**src/rtl/async_fifo_fwft_pkg.sv**
```systemverilog
// async_fifo_fwft_pkg: default parameters and count-width helper for async_fifo_fwft
package async_fifo_fwft_pkg;
  localparam int DEF_DATA_WIDTH = 8;
  localparam int DEF_ADDR_WIDTH = 4;
  localparam int DEF_RESERVE = 8;
  function automatic int cnt_w(input int addr_width);
    return addr_width + 1;
  endfunction
endpackage

```
**src/rtl/fifo_dp_ram.sv**
```systemverilog
// fifo_dp_ram: simple dual-port RAM, synchronous write, combinational read
module fifo_dp_ram #(
  parameter int DATA_WIDTH = 8,
  parameter int ADDR_WIDTH = 4
) (
  input  logic                  clk,
  input  logic                  i_we,
  input  logic [ADDR_WIDTH-1:0] i_waddr,
  input  logic [DATA_WIDTH-1:0] i_wdata,
  input  logic [ADDR_WIDTH-1:0] i_raddr,
  output logic [DATA_WIDTH-1:0] o_rdata
);
  logic [DATA_WIDTH-1:0] r_mem [2**ADDR_WIDTH];
  always_ff @(posedge clk)
    if (i_we) r_mem[i_waddr] <= i_wdata;
  assign o_rdata = r_mem[i_raddr];
endmodule

```
**src/rtl/async_fifo_fwft.sv**
```systemverilog
// async_fifo_fwft: FWFT FIFO, RAM plus output register, reserve-threshold full flag.
// Define ASYNC_FIFO_FWFT_ASSERT_EN to compile simulation assertions.
module async_fifo_fwft
  import async_fifo_fwft_pkg::*;
#(
  parameter int DATA_WIDTH = DEF_DATA_WIDTH,
  parameter int ADDR_WIDTH = DEF_ADDR_WIDTH,
  parameter int RESERVE    = DEF_RESERVE
) (
  input  logic                  clk,
  input  logic                  rst,
  input  logic                  wr_en,
  input  logic [DATA_WIDTH-1:0] wr_data,
  output logic                  full,
  input  logic                  rd_en,
  output logic [DATA_WIDTH-1:0] rd_data,
  output logic                  has_data,
  output logic                  empty
);
  localparam int DEPTH = 2**ADDR_WIDTH;
  localparam int CW = cnt_w(ADDR_WIDTH);
  localparam int CAPACITY = DEPTH + 1;
  localparam logic [CW-1:0] DEPTH_C = CW'(DEPTH);
  localparam logic [CW-1:0] THRESH = CW'(CAPACITY - RESERVE);
  logic [ADDR_WIDTH-1:0] r_wptr, r_rptr;
  logic [CW-1:0]         r_ram_count;
  logic                  r_has_data;
  logic [DATA_WIDTH-1:0] r_rd_data;
  logic [DATA_WIDTH-1:0] w_ram_rdata;
  logic [CW-1:0]         w_occ;
  logic                  w_wr, w_load;
  // a same-cycle pop never frees RAM space for the write: both use registered state
  assign w_wr   = wr_en && (r_ram_count < DEPTH_C);
  assign w_load = (r_ram_count != '0) && (!r_has_data || rd_en);
  assign w_occ  = r_ram_count + CW'(r_has_data);
  assign full     = w_occ >= THRESH;
  assign has_data = r_has_data;
  assign empty    = !r_has_data;
  assign rd_data  = r_rd_data;
  fifo_dp_ram #(.DATA_WIDTH(DATA_WIDTH), .ADDR_WIDTH(ADDR_WIDTH)) u_ram (
    .clk(clk),
    .i_we(w_wr),
    .i_waddr(r_wptr),
    .i_wdata(wr_data),
    .i_raddr(r_rptr),
    .o_rdata(w_ram_rdata)
  );
  always_ff @(posedge clk or posedge rst)
    if (rst) begin
      r_wptr      <= '0;
      r_rptr      <= '0;
      r_ram_count <= '0;
      r_has_data  <= 1'b0;
      r_rd_data   <= '0;
    end else begin
      r_wptr      <= r_wptr + ADDR_WIDTH'(w_wr);
      r_rptr      <= r_rptr + ADDR_WIDTH'(w_load);
      r_ram_count <= r_ram_count + CW'(w_wr) - CW'(w_load);
      r_has_data  <= w_load ? 1'b1 : (rd_en ? 1'b0 : r_has_data);
      r_rd_data   <= w_load ? w_ram_rdata : r_rd_data;
    end
`ifdef ASYNC_FIFO_FWFT_ASSERT_EN
  if (RESERVE > DEPTH) begin : g_bad_reserve
    $error("RESERVE must not exceed DEPTH");
  end
  a_overflow: assert property (@(posedge clk) disable iff (rst) !(wr_en && r_ram_count == DEPTH_C))
    else $error("write dropped: RAM full");
  a_underflow: assert property (@(posedge clk) disable iff (rst) !(rd_en && !r_has_data))
    else $error("rd_en with no data");
  a_count: assert property (@(posedge clk) disable iff (rst) r_ram_count <= DEPTH_C)
    else $error("ram_count exceeds DEPTH");
`else
`endif
endmodule

```
**config.mk**
```make
export PLATFORM = sky130hd
export DESIGN_NAME = async_fifo_fwft
export DESIGN_NICKNAME = d
export VERILOG_FILES = /design/src/rtl/async_fifo_fwft_pkg.sv /design/src/rtl/fifo_dp_ram.sv /design/src/rtl/async_fifo_fwft.sv
export SDC_FILE = /design/constraint.sdc
export NUM_CORES = 1
export LEC_CHECK = 0
export ABC_AREA = 1
export CORE_ASPECT_RATIO = 1.1
export CORE_UTILIZATION = 40
export CTS_CLUSTER_DIAMETER = 50
export DETAILED_ROUTE_END_ITERATION = 16
export PLACE_DENSITY = 0.66
export SYNTH_ARGS = -nofsm -noshare
export SYNTH_HDL_FRONTEND = slang
export SYNTH_SLANG_ARGS = --single-unit
```
**constraint.sdc**
```tcl
create_clock -name clk -period 3.1 [get_ports clk]
set_input_delay 0.62 -clock clk [delete_from_list [all_inputs] [get_ports clk]]
set_output_delay 0.62 -clock clk [all_outputs]
set_load 0.02 [all_outputs]
```
* After elaboration in Yosys (flattened, before gate mapping) *
Memories as Yosys holds them, arrays and structs flattened. A register that Yosys moved wholly into a read port is not among the register bits.
Index checks and enable logic that the tools add are counted.

word-level totals
  output and inout bits = 11
  memories kept = 1
  flip-flop bits (word level) = 14
  RAM bits = 128
  logic and storage cells = 22
  input bits = 12

memories
  memory       words  bits a word  read ports  clocked after Yosys merged registers in  wr ports  line               RTL
  u_ram.r_mem  16     8            1           1                                        1         fifo_dp_ram.sv:13  logic [DATA_WIDTH-1:0] r_mem [2**ADDR_WIDTH];

operators by class
  $add $sub $neg = 5
  reduce and logical (&&, ||, !) cells = 6
  $lt $le $gt $ge = 2
  mux-type cells = 4

operator list
  kind                                                                                 count
  5-bit by 1-bit adder with 5-bit output                                               2
  4-bit by 1-bit adder with 4-bit output                                               2
  5-bit by 4-bit greater-or-equal comparator with 1-bit output, second input constant  1
  5-bit less-than comparator, second input constant                                    1
  5-bit nonzero test                                                                   1
  5-bit by 1-bit subtractor with 5-bit output                                          1
  1-bit 2-to-1 mux                                                                     4
  1-bit logical AND                                                                    2
  2-bit nonzero test                                                                   1
  1-bit logical NOT                                                                    1
  1-bit logical OR                                                                     1

* Logic depth before layout (Yosys ltp) *
Gate-level depths: netlist (run 1).

  word-level depth = 4
  mapped depth = 13
  depth with buffers taken out = 13

* Hierarchy *
Synthesis (run 1) repeated with hierarchy kept, for this count alone.

unflattened totals
  cell total of the unflattened synthesis = 661
  area total of the unflattened synthesis = 6740.2 um^2

by module, submodules not included
  module           area each (um^2)  cells an instance  instances
  fifo_dp_ram      5606.6            543                1
  async_fifo_fwft  1133.6            118                1

* Worst setup path before layout (run 1) *
OpenSTA, ideal clock, no wires.

  path type = reg2reg
  from = reg r_has_data (netlist: has_data)
  to = reg r_ram_count[4]
  setup slack = 0.821 ns
  period minus slack after synthesis = 2.279 ns
  data arrival time = 2.151 ns
  stages on the path, launching flop included = 14
  path through = dfrtp_1 > inv_1 > nor2_1 > inv_1 > nand2_1 > buf_2 > nand2_1 > nand2_1 > ha_1 > inv_1 > fa_1 > o21ai_0 > a21oi_1 > xor2_1

between the ends
  longest elaborated chain between the ends = 4

RTL lines
  element                                      line                   RTL
  start, declared                              async_fifo_fwft.sv:27  logic r_has_data;
  start signal, assigned                       async_fifo_fwft.sv:59  r_has_data <= w_load ? 1'b1 : (rd_en ? 1'b0 : r_has_data);
  1-bit logical NOT                            --
  via empty                                    async_fifo_fwft.sv:18  output logic empty
  1-bit logical OR                             async_fifo_fwft.sv:34  assign w_load = (r_ram_count != '0) && (!r_has_data || rd_en);
  1-bit logical AND                            async_fifo_fwft.sv:34
  5-bit by 1-bit subtractor with 5-bit output  async_fifo_fwft.sv:58  r_ram_count <= r_ram_count + CW'(w_wr) - CW'(w_load);
  end signal, assigned                         async_fifo_fwft.sv:58
  end, declared                                async_fifo_fwft.sv:26  logic [CW-1:0] r_ram_count;

The timed path passes the listed nets, and every way through them passes these cells.
A chain may end at the register's enable or synchronous reset.

* Worst setup path in the final report (run 1) *
  from = reg r_has_data (netlist: has_data)
  to = out full

between the ends
  longest elaborated chain between the ends = 2

RTL lines
  element                                                       line                   RTL
  5-bit by 1-bit adder with 5-bit output                        async_fifo_fwft.sv:35  assign w_occ = r_ram_count + CW'(r_has_data);
  5-bit by 4-bit greater-or-equal comparator with 1-bit output  async_fifo_fwft.sv:36  assign full = w_occ >= THRESH;
  end, declared                                                 async_fifo_fwft.sv:14  output logic full,

Every way passes these cells.

==> impl_metrics.toml, run 1 <==
[status]
status = "completed"

[yosys]
ys_types = 20
synth.net_count = 679
syn_inst = 654
netlist.area_leader.share_pct = 57.8
synth_edf_count = 128
yosysTopAreaCell = "edfxtp_1"
synthArstFlopShare_pct = 14.7
yosys_warnings = 0
postSynthAreaPerCell_um2 = 10.2
ys_top_cells_by_area = "edfxtp_1 (58%), nand2_1 (12%), dfrtp_1 (8.3%)"
ys.flop_type = "edfxtp_1"
syn_area_mm2 = 0.00665
ys_seq_area_share_pct = 66.1
ys_ff_latch = 150

[min_path]
holdPathStages = 2
min_from = "rd_data[3]"
hold-path-endpoint = "rd_data[3]"
hp-class = "flip-flop to flip-flop"

[floorplan]
fp.dieArea_mm2 = 0.0171
core_mm2 = 0.0163
ios = 23
start_util_pct = 40.8
die_height_um = 137
die_w_um = 125
rows = 49

[clocking]
cts_root_buf = "clkbuf_16"
cts_tree = "built"
clk_pin_slew_ns = 0.06
htree_levels = 4
cts.path.max_buffers = 2
cts_setup_buffers = 0
numCtsBuffers = 17
cts_resized = 0
postCtsHoldBufs = 0
cts.sinks = 150
insertion_delay_ns = 0.42

[drt]
ant_nets = 0
wl_per_cell_um = 16.0
drt-initial-drc-count = 217
dr.pass1.iters = 4
drc = 0
routed_wl_um = 14300
via_per_inst = 4.85
vias = 4319

[placement]
routabilityCongestion = 0.944
dp_hpwl_um = 9510
place.port_buffers = 22
dp_cells = 858

[pwr]
power_density_mw_per_mm2 = 935
p_total_mw = 7.14
ir_drop_v = 0.000444
leakage_nw = 3.34

[timing]
setup_tns_ns = 0
skew_ns = 0.0105
hold_viol_final = 0
finalCritPeriodShare_pct = 93.7
whs_ns = 0.492
grt_setup_unrepaired = "false"
fmax_mhz = 344
setup_violations = 0
tightest_slew_ns = 1.01
slew_headroom_pct = 32.7
final_max_slew_viol_count = 0
period_minus_slack_ns = 2.90

[critical_path]
ff2ff_setup_slack_ns = 0.73
worstPathMaxFanout = 3
critPathArrivalTime_ns = 2.28
path_class = "flip-flop to primary output"
crit_required_ns = 2.48
r2r-start = "r_ram_count[2]"
r2r_cells = 13
worstSetupEndpointType = "primary output"
cp-start-kind = "flip-flop"
r2r-end = "r_ram_count[4]"

[grt]
met1_usage_pct = 20.9
antenna_found_initial = 0
grt_max_degree = 66
grt-ovfl-total = 0
grt_pass1_wl_um = 22500
grt_use_total_pct = 18.0
grt_pass1_vias = 4243
met2_usage_pct = 32.1
met3_usage_pct = 4.23
grt_busiest_layer = "met2"

[final_layout]
most-common-layout-cells = "nand2_1 (207), edfxtp_1 (128), inv_1 (115)"
finalNonFillerCells = 890
drive_above_1_share_pct = 5.25
final_nets = 698
final_common_cell = "nand2_1"
antenna_cells = 0
syn_to_final_growth_pct = 14.9
fin_util_pct = 46.8

[flow_run]
timing.max_cap.violations = 0
[flip-flops by register name, indices dropped and copies added (netlist names)]
register	cells
r_rptr	4
r_ram_count	5
u_ram.r_mem	128
r_wptr	4
has_data	1
rd_data	8
[logic make-up (layout without fill, tap and decap cells)]
logic type	after synthesis	count (layout)	synth area share, %
AOI/OAI and AO/OA	6	6	0.489
xor gates and xnor gates	10	10	1.32
adders and majority gates	13	13	2.56
buffers and inverters	144	176	8.92
DFF	150	150	66.1
and+or+nand+nor	331	331	20.6
[cells in the mapped netlist, drive strengths merged (2+ instances only)]
cell,instances
nand3,101
dfrtp,22
a21oi,2
edfxtp,128
nand2,207
nor2,23
clkinv,2
buf,25
xor2,9
ha,12
o21ai,3
inv,116
[power by group]
group	internal (mW)	switching, mW	total [mW]	leakage, nW
Clock	1.33	0.749	2.08	0.301
Combinational	0.778	1.61	2.39	1.63
Sequential	2.46	0.208	2.67	1.41
Total	4.58	2.57	7.14	3.34
[how the worst max path moves through the flow]
stage,endpoint,cells past startpoint,slack (ns),startpoint
after CTS,full,7,0.17,has_data
after detailed placement,r_ram_count[4],13,0.31,rd_en
final,full,7,0.20,has_data
after global placement,r_ram_count[4],13,0.37,rd_en
after global routing,full,7,0.01,has_data
after floorplan,r_ram_count[4],13,0.82,has_data
[metal layers]
| layer | up-vias | wire [um] |
|---|---|---|
| met5 | - | 0 |
| met4 | 0 | 304 |
| met3 | 19 | 498 |
| met2 | 84 | 7400 |
| met1 | 2088 | 6080 |
| li1 | 2128 | - |
[worst max-delay path: stages (launching register included)]
cell,delay (ns)
dfrtp_1,0.41
ha_1,0.23
ha_1,0.21
a211oi_1,0.22
o21ai_0,0.11
nand2_1,0.07
nand2_1,0.06
clkdlybuf4s50_1,0.55
[stage by stage]
stage	area [um2]	setup WS (ns)
floorplan	6650	0.821
CTS	7640	0.166
global placement	7020	0.373
global route	7640	0.0102
finish	7640	0.196
detailed placement	7020	0.310
[final cells by class]
class | instances | area, um2
fillers | 1500 | 8670
flip-flops and latches | 150 | 4400
multi-input cells | 360 | 1660
clock buffers | 27 | 567
inverters | 118 | 443
repair buffers | 26 | 263
well taps | 204 | 255
clock inverters | 5 | 55.1
Power figures use the tool's default switching activity.
==> run 2, diff against run 1 <==
--- a/config.mk
+++ b/config.mk
@@ -8,9 +8,11 @@
 export ABC_AREA = 1
 export CORE_ASPECT_RATIO = 1.1
 export CORE_UTILIZATION = 40
+export CTS_BUF_LIST = sky130_fd_sc_hd__clkbuf_4 sky130_fd_sc_hd__clkbuf_8 sky130_fd_sc_hd__clkbuf_16
 export CTS_CLUSTER_DIAMETER = 50
 export DETAILED_ROUTE_END_ITERATION = 16
 export PLACE_DENSITY = 0.66
+export SLEW_MARGIN = 20
 export SYNTH_ARGS = -nofsm -noshare
 export SYNTH_HDL_FRONTEND = slang
 export SYNTH_SLANG_ARGS = --single-unit
==> run 2 against run 1 <==
Net effect: clock skew fell by 0.00097 ns; count of clock-buffer cells in the layout did not move; combinational power barely moved; sequential power barely moved; register-to-register slack barely moved; core utilization rose by 0.069 points; highest routed layer unchanged.
==> impl_metrics.toml, run 2 (synthesis results as in run 1) <==
[status]
status = "completed"

[pwr]
power_density_mw_per_mm2 = 935
p_total_mw = 7.16
leakage_nw = 3.35
ir_drop_v = 0.000441

[critical_path]
ff2ff_setup_slack_ns = 0.73
max_stage_delay_ns = 0.55
crit_required_ns = 2.48
r2r-end = "r_ram_count[4]"
worst_path_max_delay_cell = "clkdlybuf4s50_1"
worstPathMaxFanout = 3
r2r_cells = 13
worstSetupEndpointType = "primary output"
cp_top_family = "buffers and inverters"
critPathArrivalTime_ns = 2.29
worstSetupEndpoint = "full"
crit_buf_inv = 1
crit_start = "has_data"
path_class = "flip-flop to primary output"
cp-start-kind = "flip-flop"
worst-path-stages = 7
r2r-start = "r_ram_count[2]"
crit_chain = "ha_1 > ha_1 > a211oi_1 > o21ai_0 > nand2_1 > nand2_1 > clkdlybuf4s50_1"

[timing]
finalCritPeriodShare_pct = 93.9
final_max_slew_viol_count = 0
fmax_mhz = 344
hold_viol_final = 0
setup_tns_ns = 0
setup_violations = 0
tightest_slew_ns = 1.01
grt_setup_unrepaired = "false"
whs_ns = 0.500
skew_ns = 0.00955
period_minus_slack_ns = 2.91
slew_headroom_pct = 32.7

[final_layout]
antenna_cells = 0
largest_reg_flops = 128
finalNonFillerCells = 890
regMostFlops = "u_ram.r_mem"
syn_to_final_growth_pct = 15.1
final_common_cell = "nand2_1"
drive_above_1_share_pct = 5.69
most-common-layout-cells = "nand2_1 (207), edfxtp_1 (128), inv_1 (115)"
multi_input_area_mm2 = 0.00166
final_nets = 698
register_area_mm2 = 0.00440
fillerInstances = 1500
fin_util_pct = 46.9

[clocking]
cts_resized = 0
cts.sinks = 150
postCtsHoldBufs = 0
cts_tree = "built"
cts_setup_buffers = 0
clk_pin_slew_ns = 0.06
numCtsBuffers = 17
cts_root_buf = "clkbuf_16"
htree_levels = 4
insertion_delay_ns = 0.42
cts.path.max_buffers = 2

[grt]
grt_max_degree = 66
grt_pass1_wl_um = 22500
antenna_found_initial = 0
grt-ovfl-total = 0
grt_use_total_pct = 18.0
grt_pass1_vias = 4232
met2_usage_pct = 32.4
met1_usage_pct = 21.0
grt_busiest_layer = "met2"
met3_usage_pct = 3.30

[floorplan]
die_w_um = 125
start_util_pct = 40.8
die_height_um = 137
ios = 23
rows = 49
core_mm2 = 0.0163
fp.dieArea_mm2 = 0.0171

[drt]
vias = 4265
ant_nets = 0
drt-initial-drc-count = 233
routed_wl_um = 14200
via_per_inst = 4.79
wl_per_cell_um = 15.9
drc = 0
dr.pass1.iters = 5

[placement]
routabilityCongestion = 0.944
place.port_buffers = 22
dp_cells = 858
dp_hpwl_um = 9510

[min_path]
hp-class = "flip-flop to flip-flop"

[flow_run]
timing.max_cap.violations = 0
==> run 2: worst min-delay path by stage <==
stage	to	startpoint	depth (start not counted)
5_1_grt	rd_data[1]	rd_data[1]	2
3_3_place_gp	rd_data[1]	rd_data[1]	2
4_1_cts	rd_data[1]	rd_data[1]	2
6_report	rd_data[7]	rd_data[7]	2
3_5_place_dp	rd_data[1]	rd_data[1]	2
2_1_floorplan	r_rptr[1]	r_rptr[1]	1
==> run 2: metrics by stage <==
stage / worst slack, ns / cell area [um2]
5_1_grt: 0.0110 / 7650
3_3_place_gp: 0.373 / 7020
4_1_cts: 0.166 / 7650
2_1_floorplan: 0.821 / 6650
6_report: 0.191 / 7650
3_5_place_dp: 0.310 / 7020
==> run 2: power breakdown <==
group	switching (mW)	internal, mW	total [mW]
clock network	0.751	1.36	2.11
logic	1.60	0.778	2.38
registers	0.204	2.46	2.67
total	2.55	4.60	7.16
==> run 2: area by class of cell <==
type | count | area share [%]
Timing Repair Buffer | 26 | 3.43
Inverter | 118 | 5.79
Clock buffer | 27 | 7.56
Multi-Input combinational cell | 360 | 21.7
Tap cell | 204 | 3.34
Sequential cell | 150 | 57.4
Clock inverter | 5 | 0.720
==> run 2: layer usage <==
metal,vias to the layer above,routed length [um]
met5,-,0
met4,0,290
li1,2129,-
met2,89,7430
met3,17,491
met1,2030,5960
==> run 2: worst min-delay path, delay by kind of cell, from the launching register on <==
family,cells,cell delay (ns)
flip-flops,1,0.35
AND/OR/NAND/NOR,2,0.12
==> run 3, diff against run 2 <==
--- a/config.mk
+++ b/config.mk
@@ -11,7 +11,7 @@
 export CTS_BUF_LIST = sky130_fd_sc_hd__clkbuf_4 sky130_fd_sc_hd__clkbuf_8 sky130_fd_sc_hd__clkbuf_16
 export CTS_CLUSTER_DIAMETER = 50
 export DETAILED_ROUTE_END_ITERATION = 16
-export PLACE_DENSITY = 0.66
+export PLACE_DENSITY_LB_ADDON = 0.2
 export SLEW_MARGIN = 20
 export SYNTH_ARGS = -nofsm -noshare
 export SYNTH_HDL_FRONTEND = slang
==> run 3 against run 2 <==
Net effect: clock skew is 0.0039 ns lower; critical path depth unchanged; highest routed layer unchanged; first-iteration DRC count is 3.9% higher; critical path type unchanged; hold slack got worse by 0.018 ns; maximum frequency increased by 2.8%; combinational power barely moved; count of clock-buffer cells in the layout fell by 9; sequential power is essentially flat.
==> impl_metrics.toml, run 3 (synthesis results as in run 1) <==
[clocking]
cts_setup_buffers = 0
cts_tree = "built"
cts_root_buf = "clkbuf_16"
htree_levels = 4
cts.path.max_buffers = 2
insertion_delay_ns = 0.42
clk_pin_slew_ns = 0.06
cts_resized = 0
numCtsBuffers = 17
cts.sinks = 150
postCtsHoldBufs = 0

[timing]
period_minus_slack_ns = 2.83
skew_ns = 0.00570
setup_tns_ns = 0
grt_setup_unrepaired = "false"
setup_violations = 0
hold_viol_final = 0
fmax_mhz = 353
finalCritPeriodShare_pct = 91.3
final_max_slew_viol_count = 0
slew_headroom_pct = 34.2
tightest_slew_ns = 0.981

[floorplan]
core_mm2 = 0.0163
start_util_pct = 40.8
fp.dieArea_mm2 = 0.0171
ios = 23
die_w_um = 125
die_height_um = 137
rows = 49

[grt]
grt_max_degree = 66
antenna_found_initial = 0
grt_pass1_vias = 4284
grt_use_total_pct = 18.4
grt-ovfl-total = 0
grt_pass1_wl_um = 23000

[drt]
wl_per_cell_um = 16.1
ant_nets = 0
drc = 0
dr.pass1.iters = 9
vias = 4303
drt-initial-drc-count = 242
routed_wl_um = 14400
via_per_inst = 4.81

[placement]
dp_hpwl_um = 9210
place.port_buffers = 22
routabilityCongestion = 0.826

[min_path]
hp-class = "flip-flop to flip-flop"
hold-path-endpoint = "rd_data[5]"
holdPathStages = 2
min_from = "rd_data[5]"

[critical_path]
r2r-start = "r_ram_count[2]"
ff2ff_setup_slack_ns = 0.76
r2r_cells = 13
crit_required_ns = 2.48
path_class = "flip-flop to primary output"
critPathArrivalTime_ns = 2.21
r2r-end = "r_ram_count[4]"
cp-start-kind = "flip-flop"
worstPathMaxFanout = 3
worstSetupEndpointType = "primary output"

[pwr]
leakage_nw = 3.32
p_sw_mw = 2.56
p_total_mw = 6.88
pwr-share-comb_pct = 34.5
power_density_mw_per_mm2 = 909
internal_power_mw = 4.33
swShare_pct = 37.1
clkPwrFrac_pct = 26.8
ir_drop_v = 0.000404
p_seq_share_pct = 38.7

[final_layout]
final_nets = 704
final_common_cell = "nand2_1"
fin_util_pct = 46.4
largest_reg_flops = 128
fillerInstances = 1532
syn_to_final_growth_pct = 13.9
antenna_cells = 0
drive_above_1_share_pct = 5.94
regMostFlops = "u_ram.r_mem"
most-common-layout-cells = "nand2_1 (207), edfxtp_1 (128), inv_1 (114)"

[status]
status = "completed"

[flow_run]
timing.max_cap.violations = 0
==> run 3: changes by cell type in the layout (fill, tap and decap cells not counted) <==
cell | previous run | this run
buf_12 | 1 | 0
buf_4 | 3 | 10
clkbuf_16 | 20 | 17
clkinv_2 | 2 | 6
inv_1 | 115 | 114
clkbuf_8 | 4 | 0
clkinvlp_4 | 2 | 3
clkbuf_4 | 3 | 1
clkinv_1 | 2 | 5
==> run 3: metrics by stage <==
step                      instances  area [um2]  hold WS, ns  worst slack [ns]
after floorplan                 654        6650        0.473             0.821
after global placement          864        7050        0.475             0.361
after detailed placement        864        7050        0.475             0.334
after CTS                       894        7570        0.490             0.241
after global routing            894        7570        0.505             0.131
final                           894        7570        0.481             0.269
==> run 3: power groups by stage <==
stage / Sequential, mW / Combinational [mW] / Clock (mW)
floorplan: 2.68 / 1.66 / 0
global placement: 2.70 / 2.35 / 0
detailed placement: 2.71 / 2.39 / 0
CTS: 2.67 / 2.40 / 1.88
global route: 2.70 / 2.67 / 1.96
finish: 2.67 / 2.37 / 1.85
==> run 3: cell type report <==
class | instances | area (um2) | share of cell area, %
clock buffers | 18 | 433 | 5.72
clock inverters | 12 | 90.1 | 1.19
inverters | 118 | 443 | 5.85
multi-input cells | 360 | 1660 | 21.9
flip-flops and latches | 150 | 4400 | 58.0
well taps | 204 | 255 | 3.37
repair buffers | 32 | 295 | 3.90
==> run 3: worst max path at each step <==
stage                    from             end  slack [ns]  depth (start not counted)
2_1_floorplan        has_data  r_ram_count[4]        0.82                         13
3_3_place_gp            rd_en  r_ram_count[4]        0.36                         13
3_5_place_dp            rd_en  r_ram_count[4]        0.33                         13
4_1_cts              has_data            full        0.24                          7
5_1_grt              has_data            full        0.13                          7
6_report       r_ram_count[0]            full        0.27                          7
==> run 3: worst max-delay path: stages (launching register included) <==
cell,delay (ns)
dfrtp_1,0.41
ha_1,0.21
ha_1,0.21
a211oi_1,0.21
o21ai_0,0.11
nand2_1,0.07
nand2_1,0.04
clkdlybuf4s50_1,0.53
==> run 3: metal layers <==
metal  GRT usage (%)  routed length (um)  vias up
met5               0                   0        -
met4            9.15                 416        0
met3            4.47                 579       30
met2            32.4                7360       91
met1            21.2                6040     2051
li1                -                   -     2131
